--- src/rtl/pipe_adder_if.sv ---
// Handshake and operand bus for pipe_adder.
// Optional saturation input exists only when PIPE_ADDER_SAT_EN is defined.
`timescale 1ns/1ps
interface pipe_adder_if #(
    parameter int unsigned N = 32
);
    logic         in_valid;
    logic         in_ready;
    logic [N-1:0] a;
    logic [N-1:0] b;
    logic         cin;
    logic         sub;
`ifdef PIPE_ADDER_SAT_EN
    logic         sat;
`endif
    logic         out_valid;
    logic         out_ready;
    logic [N-1:0] sum;
    logic         cout;
    logic         ovf;
    logic         zero;
    logic         neg;

    // Producer/consumer side
    modport master (
        output in_valid, a, b, cin, sub,
`ifdef PIPE_ADDER_SAT_EN
        output sat,
`endif
        output out_ready,
        input  in_ready, out_valid, sum, cout, ovf, zero, neg
    );

    // Adder side
    modport slave (
        input  in_valid, a, b, cin, sub,
`ifdef PIPE_ADDER_SAT_EN
        input  sat,
`endif
        input  out_ready,
        output in_ready, out_valid, sum, cout, ovf, zero, neg
    );
endinterface

--- src/rtl/pipe_adder.sv ---
// Pipelined N-bit adder/subtractor with valid/ready handshake and NZCV-style flags.
// The carry chain is cut into STAGES segments of W = N/STAGES bits; stage k adds
// slice k with the carry registered by stage k-1. The last stage registers sum
// and flags. Define PIPE_ADDER_SAT_EN to add the signed-saturation input.
`timescale 1ns/1ps
module pipe_adder #(
    parameter int unsigned N      = 32,
    parameter int unsigned STAGES = 4
) (
    input  logic         clk,
    input  logic         rst_n,
    pipe_adder_if.slave  bus
);
    localparam int unsigned W  = N / STAGES;
    localparam int unsigned L  = STAGES - 1;
    localparam int unsigned NQ = (STAGES > 1) ? STAGES - 1 : 1;

    // Elaboration-time parameter checks
    if (STAGES < 1 || STAGES > N) begin : g_bad_stages
        $error("pipe_adder: STAGES must be in 1..N");
    end
    if ((N % STAGES) != 0) begin : g_bad_split
        $error("pipe_adder: N must be a multiple of STAGES");
    end

    // Stage inputs (index k feeds stage k)
    logic [N-1:0] si_a [STAGES];
    logic [N-1:0] si_b [STAGES];
    logic [N-1:0] si_s [STAGES];
    logic         si_c [STAGES];
    logic         si_v [STAGES];

    // Stage combinational results
    logic [N-1:0] so_s [STAGES];
    logic         so_c [STAGES];

    // Inter-stage registers (stages 0..STAGES-2)
    logic [N-1:0] q_a [NQ];
    logic [N-1:0] q_b [NQ];
    logic [N-1:0] q_s [NQ];
    logic         q_c [NQ];
    logic         q_v [STAGES];

`ifdef PIPE_ADDER_SAT_EN
    logic         si_sat [STAGES];
    logic         q_sat  [NQ];
`endif

    // Last-stage result and output registers
    logic [N-1:0] res_c;
    logic         ovf_c;
    logic [N-1:0] r_sum;
    logic         r_cout;
    logic         r_ovf;
    logic         r_zero;
    logic         r_neg;

    logic         adv_c;

    // Global advance: move everything unless a held result blocks the output
    assign adv_c = !q_v[L] || bus.out_ready;

    // Per-stage slice adder; stage 0 takes the bus directly with b pre-inverted for sub
    for (genvar k = 0; k < STAGES; k++) begin : g_stage
        logic [W:0]   add_c;
        logic [N-1:0] nxt_s;

        if (k == 0) begin : g_head
            assign si_a[k] = bus.a;
            assign si_b[k] = bus.sub ? ~bus.b : bus.b;
            assign si_s[k] = '0;
            assign si_c[k] = bus.sub | bus.cin;
            assign si_v[k] = bus.in_valid;
`ifdef PIPE_ADDER_SAT_EN
            assign si_sat[k] = bus.sat;
`endif
        end else begin : g_body
            assign si_a[k] = q_a[k-1];
            assign si_b[k] = q_b[k-1];
            assign si_s[k] = q_s[k-1];
            assign si_c[k] = q_c[k-1];
            assign si_v[k] = q_v[k-1];
`ifdef PIPE_ADDER_SAT_EN
            assign si_sat[k] = q_sat[k-1];
`endif
        end

        assign add_c = {1'b0, si_a[k][k*W +: W]}
                     + {1'b0, si_b[k][k*W +: W]}
                     + (W+1)'(si_c[k]);

        // Merge this slice into the partial sum carried down the pipe
        always_comb begin
            nxt_s             = si_s[k];
            nxt_s[k*W +: W]   = add_c[W-1:0];
        end

        assign so_s[k] = nxt_s;
        assign so_c[k] = add_c[W];
    end

    // Final result: signed overflow from the effective operands, optional clamp
    always_comb begin
        res_c = so_s[L];
        ovf_c = (si_a[L][N-1] == si_b[L][N-1]) && (so_s[L][N-1] != si_a[L][N-1]);
`ifdef PIPE_ADDER_SAT_EN
        if (si_sat[L] && ovf_c) begin
            res_c = si_a[L][N-1] ? {1'b1, {(N-1){1'b0}}} : {1'b0, {(N-1){1'b1}}};
        end
`endif
    end

    // Pipeline registers: shift together on advance, hold otherwise; data loads only with a valid op
    always_ff @(posedge clk) begin
        if (!rst_n) begin
            for (int k = 0; k < STAGES; k++) begin
                q_v[k] <= 1'b0;
            end
            for (int k = 0; k < NQ; k++) begin
                q_a[k] <= '0;
                q_b[k] <= '0;
                q_s[k] <= '0;
                q_c[k] <= 1'b0;
`ifdef PIPE_ADDER_SAT_EN
                q_sat[k] <= 1'b0;
`endif
            end
            r_sum  <= '0;
            r_cout <= 1'b0;
            r_ovf  <= 1'b0;
            r_zero <= 1'b0;
            r_neg  <= 1'b0;
        end else if (adv_c) begin
            for (int k = 0; k < STAGES; k++) begin
                q_v[k] <= si_v[k];
            end
            for (int k = 0; k < STAGES - 1; k++) begin
                if (si_v[k]) begin
                    q_a[k] <= si_a[k];
                    q_b[k] <= si_b[k];
                    q_s[k] <= so_s[k];
                    q_c[k] <= so_c[k];
`ifdef PIPE_ADDER_SAT_EN
                    q_sat[k] <= si_sat[k];
`endif
                end
            end
            if (si_v[L]) begin
                r_sum  <= res_c;
                r_cout <= so_c[L];
                r_ovf  <= ovf_c;
                r_zero <= (res_c == '0);
                r_neg  <= res_c[N-1];
            end
        end
    end

    // Outputs come straight from last-stage registers; in_ready follows advance
    assign bus.in_ready  = adv_c;
    assign bus.out_valid = q_v[L];
    assign bus.sum       = r_sum;
    assign bus.cout      = r_cout;
    assign bus.ovf       = r_ovf;
    assign bus.zero      = r_zero;
    assign bus.neg       = r_neg;

endmodule
--- src/flat_wrapper.sv ---
// flat-port wrapper written by rule: the top's interface ports become plain ports
module pipe_adder_flat 
#(
    parameter int unsigned N      = 32,
    parameter int unsigned STAGES = 4
)
  (clk, rst_n, bus_in_valid, bus_a, bus_b, bus_cin, bus_sub, bus_out_ready, bus_in_ready, bus_out_valid, bus_sum, bus_cout, bus_ovf, bus_zero, bus_neg);
  pipe_adder_if #(.N(N)) bus_i ();
  input  logic clk;
  input  logic rst_n;
  input wire logic [$bits(bus_i.in_valid)-1:0] bus_in_valid;
  input wire logic [$bits(bus_i.a)-1:0] bus_a;
  input wire logic [$bits(bus_i.b)-1:0] bus_b;
  input wire logic [$bits(bus_i.cin)-1:0] bus_cin;
  input wire logic [$bits(bus_i.sub)-1:0] bus_sub;
  input wire logic [$bits(bus_i.out_ready)-1:0] bus_out_ready;
  output wire logic [$bits(bus_i.in_ready)-1:0] bus_in_ready;
  output wire logic [$bits(bus_i.out_valid)-1:0] bus_out_valid;
  output wire logic [$bits(bus_i.sum)-1:0] bus_sum;
  output wire logic [$bits(bus_i.cout)-1:0] bus_cout;
  output wire logic [$bits(bus_i.ovf)-1:0] bus_ovf;
  output wire logic [$bits(bus_i.zero)-1:0] bus_zero;
  output wire logic [$bits(bus_i.neg)-1:0] bus_neg;
  assign bus_i.in_valid = bus_in_valid;
  assign bus_i.a = bus_a;
  assign bus_i.b = bus_b;
  assign bus_i.cin = bus_cin;
  assign bus_i.sub = bus_sub;
  assign bus_i.out_ready = bus_out_ready;
  assign bus_in_ready = bus_i.in_ready;
  assign bus_out_valid = bus_i.out_valid;
  assign bus_sum = bus_i.sum;
  assign bus_cout = bus_i.cout;
  assign bus_ovf = bus_i.ovf;
  assign bus_zero = bus_i.zero;
  assign bus_neg = bus_i.neg;
  pipe_adder #(.N(N), .STAGES(STAGES)) u_core (.clk(clk), .rst_n(rst_n), .bus(bus_i));
endmodule
--- config.mk ---
export PLATFORM = sky130hd
export DESIGN_NAME = pipe_adder_flat
export DESIGN_NICKNAME = d
export VERILOG_FILES = /design/src/rtl/pipe_adder_if.sv /design/src/rtl/pipe_adder.sv /design/src/flat_wrapper.sv
export SDC_FILE = /design/constraint.sdc
export NUM_CORES = 1
export LEC_CHECK = 0
export ABC_AREA = 1
export CORE_MARGIN = 2
export CORE_UTILIZATION = 47
export DETAILED_ROUTE_END_ITERATION = 6
export PLACE_DENSITY = 0.69
export SLEW_MARGIN = 10
export SYNTH_ARGS = -nofsm -noshare
export SYNTH_HDL_FRONTEND = slang
export SYNTH_SLANG_ARGS = --single-unit
--- constraint.sdc ---
create_clock -name clk -period 6.01 [get_ports clk]
set_clock_uncertainty 0.1 [all_clocks]
set_input_delay 1.202 -clock clk [delete_from_list [all_inputs] [get_ports clk]]
set_output_delay 1.202 -clock clk [all_outputs]
set_load 0.01 [all_outputs]
Word level (Yosys, flattened, before mapping)
Memories as Yosys holds them, arrays and structs flattened. Cells that the tools add are included.

Bits in registers: 36. RAM bits: 295. Input bits: 70. Word-level logic and storage cells: 76. Memories: 5.

Memory list: u_core.q_a (depth 3, width 32, read ports 3, clocked after Yosys merged registers in 0, wr ports 3, RTL line pipe_adder.sv:38) `logic [N-1:0] q_a [NQ];`; u_core.q_b (depth 3, width 32, read ports 3, clocked after Yosys merged registers in 0, wr ports 3, RTL line pipe_adder.sv:39) `logic [N-1:0] q_b [NQ];`; u_core.q_s (depth 3, width 32, read ports 3, clocked after Yosys merged registers in 0, wr ports 3, RTL line pipe_adder.sv:40) `logic [N-1:0] q_s [NQ];`; u_core.q_v (depth 4, width 1, read ports 4, clocked after Yosys merged registers in 0, wr ports 4, RTL line pipe_adder.sv:42) `logic q_v [STAGES];`; u_core.q_c (depth 3, width 1, read ports 3, clocked after Yosys merged registers in 0, wr ports 3, RTL line pipe_adder.sv:41) `logic q_c [NQ];`.

$add $sub $neg: 8. Equal/unequal tests: 2. Mux-type cells: 33. Bitwise logic cells: 18. Reductions and logical operators: 5.

Operator list (count): 32-bit 2-to-1 mux (10); 8-bit by 8-bit adder with 9-bit output (4); 9-bit by 1-bit adder with 9-bit output (4); 32-bit zero test (1); 32-bit NOT (1); 1-bit 2-to-1 mux (23); 1-bit OR (17); 2-bit AND reduction (1); 1-bit equality test (1); 1-bit logical AND (1); 1-bit zero test (1); 1-bit logical OR (1); 1-bit inequality test (1).

Logic depth before layout (Yosys ltp)
An unclocked memory read counts as a cell.

Depth after elaboration: 7. Gate-level depth with buffers: 15.

Worst setup path before layout
OpenSTA, ideal clock, no wires.

Path kind: input port to flip-flop. Start: input port bus_out_ready. End: memory u_core.q_a[2][24] (netlist: u_core.q_a[0][88]), enable pin. Setup time: 0.496 ns. Arrival: 4.185 ns. Required time: 5.414 ns. Setup slack: 1.229 ns. Stages: 2. Path buffers: 0. Cell sequence: nor2_2 > o21ai_0.

RTL lines: from (decl) (RTL line flat_wrapper.sv:16) `input wire logic [$bits(bus_i.out_ready)-1:0] bus_out_ready;`; to (decl) (RTL line pipe_adder.sv:38).

Worst setup path in the final report
Start: input port bus_out_ready. End: output port bus_in_ready.

Longest elaborated chain between the ends: 1.

Ends and longest elaborated chain: 1-bit logical OR (RTL line pipe_adder.sv:61) `assign adv_c = !q_v[L] || bus.out_ready;`; to (decl) (RTL line flat_wrapper.sv:17) `output wire logic [$bits(bus_i.in_ready)-1:0] bus_in_ready;`.

No other way between the ends.

==> flow_summary.yaml <==
timing:
  rsz0062_at_grt: "no"
  final_hold_viol_count: 0
  slew_violations: 0
  setup_ws_ns: 2.185
  fin_hold_ws_ns: 0.3770
  finalSetupTns_ns: 0
  worst_pin_slew_ns: 1.178
  fin_crit_ns: 3.825
  post-route-period-util_pct: 63.64
  fmax_ghz: 0.2615
  relSlewSlack_pct: 21.21
  setup_viol: 0
power_and_ir_drop:
  comb_power_share_pct: 13.2
  p_seq_share_pct: 51.0
  ir_worst_vdd_mv: 0.1987
  leakagePower_nw: 4.530
  power_density_nw_per_um2: 289.1
  p_int_mw: 2.285
  swShare_pct: 24.26
  finalPower_mw: 3.017
  switchingPower_mw: 0.7320
  clock_power_share_pct: 35.8
flow_run:
  maxCapViolCount: 0
floorplan:
  die_height_um: 139.3
  initial_core_util_pct: 47.87
  core-area_um2: 17960
  rows: 49
  die_area_um2: 19390
  die_w_um: 139.3
  num_io_pins: 108
placement:
  port_buffers: 107
  preCtsSetupSlack_ns: 2.072
  dpl_cell_area_um2: 9863
  dp_hpwl_um: 9818
  place_inst: 1176
  gp_congestion: 0.8879
clocking:
  cts_resized: 0
  numCtsBuffers: 17
  cts.sinks: 186
  htreeDepth: 4
  post_cts_buffers: 0
  ctsHoldBuffers: 0
  clk_path_buf_depth: 2
  cts-root-buf: "clkbuf_16"
  cts_tree: "yes"
  clock_latency_ns: 0.42
  clk_pin_slew_ns: 0.07
final_layout:
  final_util_pct: 58.10
  drive_gt1_share_pct: 5.005
  num_antenna_cells: 0
  nNetsFinal: 1072
  fin_area_um2: 10440
  fin_cells: 1208
  mostFrequentLayoutCell: "nor2_1"
  areaGrowthSynthToFinish_pct: 21.37
  final_cell_mix: "nor2_1 (182), inv_1 (169), edfxtp_1 (148), clkdlybuf4s50_1 (106), nand2_1 (76)"
yosys:
  synth_area_leaders: "edfxtp_1 (52%), dfxtp_1 (8.8%), nor2_1 (7.9%)"
  synthMuxAreaShare_pct: 0
  synth_seq_cells: 186
  seq_area_frac_synth_pct: 60.53
  yosys.area_share.simple_pct: 14.01
  synth_xor_area_share_pct: 3.565
  syn-cell-area_um2: 8599
  synth_top_family_by_area: "simple AND/OR/NAND/NOR gates"
  synthCells: 865
  avgSynthCellArea_um2: 9.942
  synthAdderAreaFrac_pct: 5.936
  synth.distinct_cells: 28
  synth_edf_count: 148
  ys_warn_count: 0
  async_flop_share_pct: 0
  synth_nets: 971
  synth_top_area_share_pct: 51.68
  synth_compound_area_share_pct: 6.606
  synth-main-ff-cell: "edfxtp_1"
  synth_top_cell_by_area: "edfxtp_1"
global_route:
  grt.busiest_layer: "met2"
  grt_first_pass_wirelength_um: 24740
  grt_overflow: 0
  grt_pass1_vias: 5229
  grt_max_degree: 134
  use_met1_pct: 22.38
  antenna_found_initial: 0
  gr-usage-met3_pct: 3.028
  gr-usage-all-layers_pct: 15.78
  use_met2_pct: 24.02
setup_path:
  critPathKind: "input pin to primary output"
  cp_data_arrival_time_ns: 2.52
  crit_required_ns: 4.71
  startpoint: "bus_out_ready"
  end_kind: "primary output"
  crit_fanout: 6
  r2r_cells: 14
  reg2reg_from: "u_core.q_c[0][1]"
  start_kind: "input pin"
detailed_routing:
  totalWireLength_um: 14620
  wl_per_cell_um: 12.10
  firstDrtPassIters: 5
  drt_iter0_markers: 362
  routed_via_density: 4.654
  drc_errors: 0
  ant_nets: 0
  num_vias: 5622
hold_path:
  hp-class: "register to register"
  holdPathStages: 2
  hp-start: "u_core.bus.ovf"
run_status:
  status: "complete, no violations"
-- sequential cells by signal, indices dropped and copies added, names as in the netlist --
register         flops
u_core.q_a          48
u_core.q_b          48
u_core.q_s          48
u_core.bus.sum      32
u_core.q_v           4
u_core.q_c           3
u_core.bus.cout      1
u_core.bus.ovf       1
u_core.bus.zero      1
-- cell usage after synthesis (3+ instances only) --
| cell | count |
|---|---|
| nand2_1 | 78 |
| o211ai_1 | 6 |
| fa_1 | 8 |
| clkbuf_1 | 8 |
| o311ai_0 | 3 |
| nor3_1 | 9 |
| inv_1 | 169 |
| nor2_1 | 182 |
| edfxtp_1 | 148 |
| xnor2_1 | 25 |
| nand4_1 | 6 |
| xor2_1 | 10 |
| nand3_1 | 19 |
| buf_2 | 19 |
| ha_1 | 28 |
| a21oi_1 | 49 |
| o21ai_0 | 44 |
| dfxtp_1 | 38 |
-- kinds of logic (layout without fill, tap and decap cells) --
family	count (synthesis)	in the layout
fa+ha+maj	36	36
simple gates	301	301
flops	186	186
xor+xnor	35	35
compound gates	105	105
buf+inv	202	316
-- final timing paths --
| kind | endpoint | slack [ns] |
|---|---|---|
| worst max register to register | u_core.q_s[0][86] | 3.53 |
| worst min-delay path | u_core.bus.ovf | 0.38 |
| worst min register to register | u_core.bus.ovf | 0.38 |
| worst max-delay path | bus_in_ready | 2.19 |
-- power by group through the flow --
stage                     Clock (mW)  Sequential (mW)  Combinational, mW
after floorplan                    0             1.56              0.264
after detailed placement           0             1.57              0.396
after global routing            1.16             1.55              0.454
final                           1.08             1.54              0.398
after CTS                       1.10             1.54              0.400
after global placement             0             1.57              0.390
-- area by class of cell --
cell class / instances / area [um^2]
inverter: 171 / 641.9
clock buffer: 17 / 425.4
multi-input combinational: 477 / 2606
tap: 229 / 286.5
sequential: 186 / 5205
clock inverter: 15 / 148.9
fill: 1507 / 7526
timing repair buffer: 113 / 1124
-- worst max-delay path: stages --
cell	delay, ns
clkdlybuf4s50_1	0.41
nor2_2	0.36
inv_1	0.07
clkdlybuf4s50_1	0.48
-- metal layers --
| metal | vias up | part of all wire [%] |
|---|---|---|
| li1 | 2966 | - |
| met1 | 2499 | 49 |
| met2 | 138 | 44 |
| met3 | 19 | 4.8 |
| met4 | 0 | 1.9 |
| met5 | - | 0 |
No activity file was read; power rests on OpenSTA's default activity.
